$ cat src/rtl/mru_snapshot_serializer.sv
// Captures the MRU list and valid mask into a shadow register, then streams valid entries
// in recency order over valid/ready. Optional popcount output: define MRU_SER_COUNT_EN.
module mru_snapshot_serializer #(
    parameter  int WIDTH = 8,
    parameter  int NUM   = 4,
    localparam int IW    = $clog2(NUM),
    localparam int CW    = $clog2(NUM + 1)
) (
    input  logic                      clk_in,
    input  logic                      rst_in,
    input  logic [NUM-1:0][WIDTH-1:0] list_in,
    input  logic [NUM-1:0]            list_valid_in,
    input  logic                      snap_req_in,
    output logic                      busy_out,
    output logic [WIDTH-1:0]          m_data_out,
    output logic [IW-1:0]             m_index_out,
    output logic                      m_last_out,
    output logic                      m_valid_out,
    input  logic                      m_ready_in,
`ifdef MRU_SER_COUNT_EN
    output logic [CW-1:0]             count_out,
`endif
    output logic                      done_out
);

    typedef enum logic [1:0] {IDLE, SEND, DONE} state_t;

    state_t                    state, state_nxt;
    logic [NUM-1:0][WIDTH-1:0] shadow_data;
    logic [NUM-1:0]            shadow_mask;
    logic [NUM-1:0]            cur_onehot;
    logic [IW-1:0]             cur_idx;
    logic                      cur_last;
    logic                      capture;
    logic                      accept;

    // Lowest set bit of the shadow mask is the most recent entry still to send.
    always_comb begin
        cur_idx = '0;
        for (int i = NUM - 1; i >= 0; i--) begin
            if (shadow_mask[i]) cur_idx = IW'(i);
        end
    end

    assign cur_onehot = shadow_mask & (~shadow_mask + NUM'(1));
    assign cur_last   = (shadow_mask != '0) && ((shadow_mask & (shadow_mask - NUM'(1))) == '0);

    assign capture = (state == IDLE) && snap_req_in;
    assign accept  = m_valid_out && m_ready_in;

    always_comb begin
        state_nxt = state;
        case (state)
            IDLE:    if (snap_req_in) state_nxt = (|list_valid_in) ? SEND : DONE;
            SEND:    if (accept && cur_last) state_nxt = DONE;
            DONE:    state_nxt = IDLE;
            default: state_nxt = IDLE;
        endcase
    end

`ifdef MRU_SER_COUNT_EN
    function automatic logic [CW-1:0] popcnt(input logic [NUM-1:0] m);
        logic [CW-1:0] s;
        s = '0;
        for (int i = 0; i < NUM; i++) s = s + CW'(m[i]);
        return s;
    endfunction
`endif

    always_ff @(posedge clk_in) begin
        if (rst_in) begin
            state       <= IDLE;
            shadow_data <= '0;
            shadow_mask <= '0;
`ifdef MRU_SER_COUNT_EN
            count_out   <= '0;
`endif
        end else begin
            state <= state_nxt;
            if (capture) begin
                shadow_data <= list_in;
                shadow_mask <= list_valid_in;
`ifdef MRU_SER_COUNT_EN
                count_out   <= popcnt(list_valid_in);
`endif
            end else if (accept) begin
                shadow_mask <= shadow_mask & ~cur_onehot;
            end
        end
    end

    // All outputs decode registered state only, so valid never follows ready.
    assign m_valid_out = (state == SEND);
    assign busy_out    = (state != IDLE);
    assign done_out    = (state == DONE);
    assign m_last_out  = m_valid_out && cur_last;
    assign m_data_out  = m_valid_out ? shadow_data[cur_idx] : '0;
    assign m_index_out = m_valid_out ? cur_idx : '0;

endmodule

$ cat config.mk
export PLATFORM = sky130hd
export DESIGN_NAME = mru_snapshot_serializer
export DESIGN_NICKNAME = d
export VERILOG_FILES = /design/src/rtl/mru_snapshot_serializer.sv
export SDC_FILE = /design/constraint.sdc
export NUM_CORES = 1
export LEC_CHECK = 0
export ABC_AREA = 1
export ABC_CLOCK_PERIOD_IN_PS = 1400
export CORE_MARGIN = 5
export CORE_UTILIZATION = 42
export DETAILED_ROUTE_END_ITERATION = 10
export GPL_TIMING_DRIVEN = 0
export PLACE_DENSITY = 0.75
export SYNTH_ARGS = -nofsm -noshare
export SYNTH_HDL_FRONTEND = slang
export SYNTH_SLANG_ARGS = --single-unit
$ cat constraint.sdc
create_clock -name clk_in -period 1.4 [get_ports clk_in]
set_clock_uncertainty 0.05 [all_clocks]
set_input_delay 0.35 -clock clk_in [delete_from_list [all_inputs] [get_ports clk_in]]
set_output_delay 0.35 -clock clk_in [all_outputs]
set_load 0.05 [all_outputs]
# == Yosys cells after proc, flatten, opt, wreduce, memory -nomap -nowiden ==
# Index checks and enable logic that the tools add are counted.
# totals
ff_bits,38
in_bits,40
out_inout_bits,14
word_cells,44
# op_classes
addsub,2
n_lt_le_gt_ge,1
eq_ne,4
mux,14
bitwise_logic,5
reduce_logical,12
# op_table
operator,count
$bmux 8 s2,1
$mux 2,8
$mux 8,2
$and 4x4->4,3
$mux 4,2
$not 4->4,2
$logic_and 1x1->1,5
$add 4x1->4 const B,1
$logic_not 4->1,1
$pmux 2 s2,1
$reduce_bool 2->1,2
$reduce_bool 4->1,1
$reduce_or 4->1,1
$sub 4x1->4 const B,1
$lt 2x3->1 const B,1
$eq 2x1->1 const B,1
$eq 2x2->1 const B,1
$logic_not 2->1,1
$ne 2x1->1 const B,1
$ne 2x2->1 const B,1
$reduce_and 2->1,1

# == Depth between registers and ports, before layout ==
# logic_depth
depth_word,7
mapped_depth,7
ltp_nobuf,7

# == Worst setup path after synthesis ==
# OpenSTA, ideal clock, no wires.
# synth_timing
path_kind,register -> output
from,reg state[0]
to,out m_data_out[0]
t_arrival_ps,1928
t_required_ps,1000
path_slack_ps,-928
stages_incl_launch_ff,6
path_buffers,1
cell_sequence,dfxtp_1 > inv_1 > nor2_2 > inv_2 > clkbuf_1 > a21oi_1
# synth_via
elab_chain_len,2
# synth_rtl
item,line_no,text
start: declaration,28,"state_t state, state_nxt;"
start signal: assignment,79,state <= state_nxt;
$eq 2x1->1,93,assign m_valid_out = (state == SEND);
named net m_valid_out,18,"output logic m_valid_out,"
$mux 8,97,assign m_data_out = m_valid_out ? shadow_data[cur_idx] : '0;
end: declaration,15,"output logic [WIDTH-1:0] m_data_out,"
# The timed path passes the listed nets, and every way through them passes these cells.

# == Worst setup path after layout ==
# layout_timing
from,reg shadow_mask[3]
to,out m_data_out[2]
# layout_via
elab_chain_len,7
# layout_rtl
item,line_no,text
start: declaration,30,logic [NUM-1:0] shadow_mask;
start signal: assignment,82,shadow_mask <= list_valid_in;
start signal: assignment,87,shadow_mask <= shadow_mask & ~cur_onehot;
$mux 2 (4 in a row),41,if (shadow_mask[i]) cur_idx = IW'(i);
$bmux 8 s2,97,
$mux 8 (not written as such),97,
$mux 8,97,
# Every way passes these cells. The select of a mux whose other input is x is not followed.

==> impl_metrics.ini <==
[cts]
worstSkewPairLatency_ps = 280
numClockSinks = 38
cts.clk_slew.worst_paths_ps = 70
clock-root-buffer = sky130_fd_sc_hd__clkbuf_8
cts_max_level = 2
cts_buffers = 5
cts_tree = yes
cts_max_path_buffers = 2

[drt]
drt.antenna.violating_nets = 0
post_drt_wl_per_cell_um = 14.32
first_pass_iteration_count_of_the_detailed_router = 4
initialDrtViolationCount = 115
route.detailed.drc = 0
num_vias = 1983
drt_wl_total_um = 5514
avgViaCountPerCell = 5.151

[placed_design]
dpl_cell_area_um2 = 2581
placer_congestion = 0.7758
hpwlAfterDp_um = 3926
buffer_ports.inserted = 53

[die]
die-area_um2 = 5706
die_height_um = 75.54
initial_utilization = 0.4415
num_io_pins = 54
core_area_um2 = 4086
fp.dieW_um = 75.54
core_rows = 23

[worst_setup_path]
cp_top_family = compound AO/OA/AOI/OAI gates
kind_of_start_point_of_the_critical_path = register
timing_worst_setup_path_type = reg2out
worstPathArrival_ps = 1660
crit_chain = inv_2 -> o21ai_4 -> nand2_4 -> buf_4 -> nand2_1 -> nand3_2 -> a21oi_4 -> buf_6
reg2reg_slack_ps = 70
reg_to_reg_critical_path_startpoint = state[0]$_SDFFE_PP0P_
critPathCaptureType = output port
r2r_end = shadow_data[2]$_SDFFE_PP0P_
crit_start = shadow_mask[3]$_SDFFE_PP0P_
timing.critical_path.slowest_cell_delay_ps = 350
cp.buffers_inverters = 3
worstPathMaxFanout = 8
cp.required_ps = 1000
cp_slowest_cell = sky130_fd_sc_hd__dfxtp_2
reg2reg_depth = 6

[yosys]
synth-seq-area-share = 0.4216
synth_enable_flop_cells = 0
seq_cells_post_synth = 38
postSynthCellCount = 262
dominantRegCellSynth = sky130_fd_sc_hd__dfxtp_1
syn_avg_cell_area_um2 = 6.886
synth.lib_cells_used.distinct = 18
ys.warnings.count = 0
synth.cells.most_frequent = sky130_fd_sc_hd__dfxtp_1, sky130_fd_sc_hd__a21oi_1, sky130_fd_sc_hd__inv_1, sky130_fd_sc_hd__nand2_1, sky130_fd_sc_hd__nand3_1
synth_top_cell_area_share = 0.4216
netlist_area_um2 = 1804
synth_area_leader_cell = sky130_fd_sc_hd__dfxtp_1
async_set_reset_flop_share_out_of_synthesis = 0
most_frequent_cell_after_synthesis = sky130_fd_sc_hd__dfxtp_1
cell_types_occupying_the_most_area_after_synthesis = sky130_fd_sc_hd__dfxtp_1, sky130_fd_sc_hd__a21oi_1, sky130_fd_sc_hd__nand3_1
syn-num-nets = 302

[power]
power_per_cell_area_nw_per_um2 = 1234
vdd_drop_max_v = 0.0007306
leakagePower_nw = 1.208
power_w = 0.003604

[run_status]
result_of_the_run = complete, but fails checks
violations = setup timing

[global_routing]
initial_antenna_violation_count = 0
grt_usage = 0.2028
first_pass_grt_wire_length_um = 8838
gr-total-overflow = 0
via_count_of_the_first_global_routing_pass = 1990
grt_start_max_net_pins = 12

[sta]
slew_headroom = 0.8540
min_setup_slack_post_route_ps = -658.8
slew_viol_final = 0
totalNegativeSetupSlack_ps = -6576
clock.fmax_mhz = 485.7
finalSetupViolCount = 14
rsz0062_at_grt = true
final.period_utilization = 1.471
pin_slew_with_the_least_headroom_to_its_limit_ps = 219.0
fin_crit_ps = 2059
finalHoldViolCount = 0

[layout]
nets = 375
p_r_area_growth_vs_syn_pct = 61.86
post-route-cell-area_um2 = 2920
share_of_cells_above_drive_strength_1 = 0.2955
n_fill_cell = 338
num_antenna_cells = 0

[run]
maxCapViolations = 0

[hold_path]
hold_depth = 2
worstHoldStart = shadow_data[7]$_SDFFE_PP0P_
hold_path_class = reg2reg
holdPathEnd = shadow_data[7]$_SDFFE_PP0P_
-- timing repair --
| item | 4_1_cts | 5_1_grt |
|---|---|---|
| setup buffers | 7 | 5 |
| pin swaps | 6 | 4 |
| gates cloned | 1 | 0 |
| hold buffers | 0 | 0 |
| setup endpoints to repair | 44 | 49 |
| gates resized for setup | 131 | 21 |
-- through the flow --
stage          cells  hold slack [ps]    util  worst slack [ps]
3_3_place_gp     365            390.5  0.6317             -1067
3_5_place_dp     365            395.2  0.6317             -1084
4_1_cts          380            404.8  0.6944            -619.1
2_1_floorplan    262            361.7       -            -330.2
6_report         385            404.1  0.7146            -658.8
5_1_grt          385            426.1  0.7146            -745.9
-- logic make-up (layout without fill, tap and decap cells) --
| kind of cell | count (synthesis) | after routing | share of synthesized area |
|---|---|---|---|
| compound gates | 76 | 76 | 0.2171 |
| flops | 38 | 38 | 0.4216 |
| simple gates | 97 | 97 | 0.2462 |
| buf+inv | 51 | 124 | 0.1151 |
-- tightest hold or removal path: stages, from the launching register on --
cell	delay (ps)
sky130_fd_sc_hd__dfxtp_1	300
sky130_fd_sc_hd__inv_1	60
sky130_fd_sc_hd__a21oi_1	50
-- flip-flops by register name, indices dropped and copies added, names as in the netlist --
name / flops
shadow_data: 32
state: 2
shadow_mask: 4
-- power breakdown --
part | total (W) | internal, W | leakage, nW | switching (W)
clock | 0.000703 | 0.000334 | 0.0438 | 0.000369
combinational | 0.00161 | 0.000658 | 0.846 | 0.000948
sequential | 0.00130 | 0.00123 | 0.318 | 0.0000686
-- final cells by class --
class | count | area [um^2] | area share
Multi-Input combinational cell | 173 | 1049 | 0.3590
Sequential cell | 38 | 778.2 | 0.2665
Timing Repair Buffer | 66 | 685.7 | 0.2348
Inverter | 36 | 145.1 | 0.04970
Buffer | 15 | 121.4 | 0.04156
Clock buffer | 5 | 68.82 | 0.02356
Tap cell | 50 | 62.56 | 0.02142
Clock inverter | 2 | 10.01 | 0.003428
-- per-layer routing --
metal | track usage | routed length, um | vias to the layer above
met5 | 0 | 0 | -
met4 | 0.05243 | 50 | 0
met3 | 0.04222 | 366 | 4
met2 | 0.3461 | 2653 | 63
met1 | 0.2607 | 2443 | 917
li1 | - | - | 999
-- how the worst max path moves through the flow --
stage / end / cells past startpoint
after floorplan: m_data_out[0] / 7
after global placement: m_data_out[7] / 8
after CTS: m_data_out[2] / 8
after detailed placement: m_data_out[3] / 8
after global routing: m_data_out[2] / 8
final: m_data_out[2] / 8
-- layout by cell type, fill, tap and decap left out --
master                             n
sky130_fd_sc_hd__nor2_4            6
sky130_fd_sc_hd__nor3_1            1
sky130_fd_sc_hd__inv_1            28
sky130_fd_sc_hd__clkbuf_4          3
sky130_fd_sc_hd__inv_6             1
sky130_fd_sc_hd__buf_6            13
sky130_fd_sc_hd__clkinv_2          2
sky130_fd_sc_hd__a21oi_4           8
sky130_fd_sc_hd__nand2_1          25
sky130_fd_sc_hd__clkbuf_16         2
sky130_fd_sc_hd__clkbuf_8          5
sky130_fd_sc_hd__nor2_2            1
sky130_fd_sc_hd__buf_4            11
sky130_fd_sc_hd__buf_2             3
sky130_fd_sc_hd__dfxtp_2           2
sky130_fd_sc_hd__dfxtp_4           4
sky130_fd_sc_hd__inv_4             2
sky130_fd_sc_hd__nand2_4           1
sky130_fd_sc_hd__nand3_2          13
sky130_fd_sc_hd__o21ai_1          30
sky130_fd_sc_hd__a21oi_1          29
sky130_fd_sc_hd__nand3b_1          8
sky130_fd_sc_hd__clkbuf_2          5
sky130_fd_sc_hd__clkdlybuf4s50_1  39
sky130_fd_sc_hd__nand2_2           6
sky130_fd_sc_hd__nor2_1           20
sky130_fd_sc_hd__o21ai_4           1
sky130_fd_sc_hd__buf_8             5
sky130_fd_sc_hd__o21ai_0           8
sky130_fd_sc_hd__inv_2             5
sky130_fd_sc_hd__dfxtp_1          32
sky130_fd_sc_hd__nand3_1          16
No activity file was read; power rests on OpenSTA's default activity.
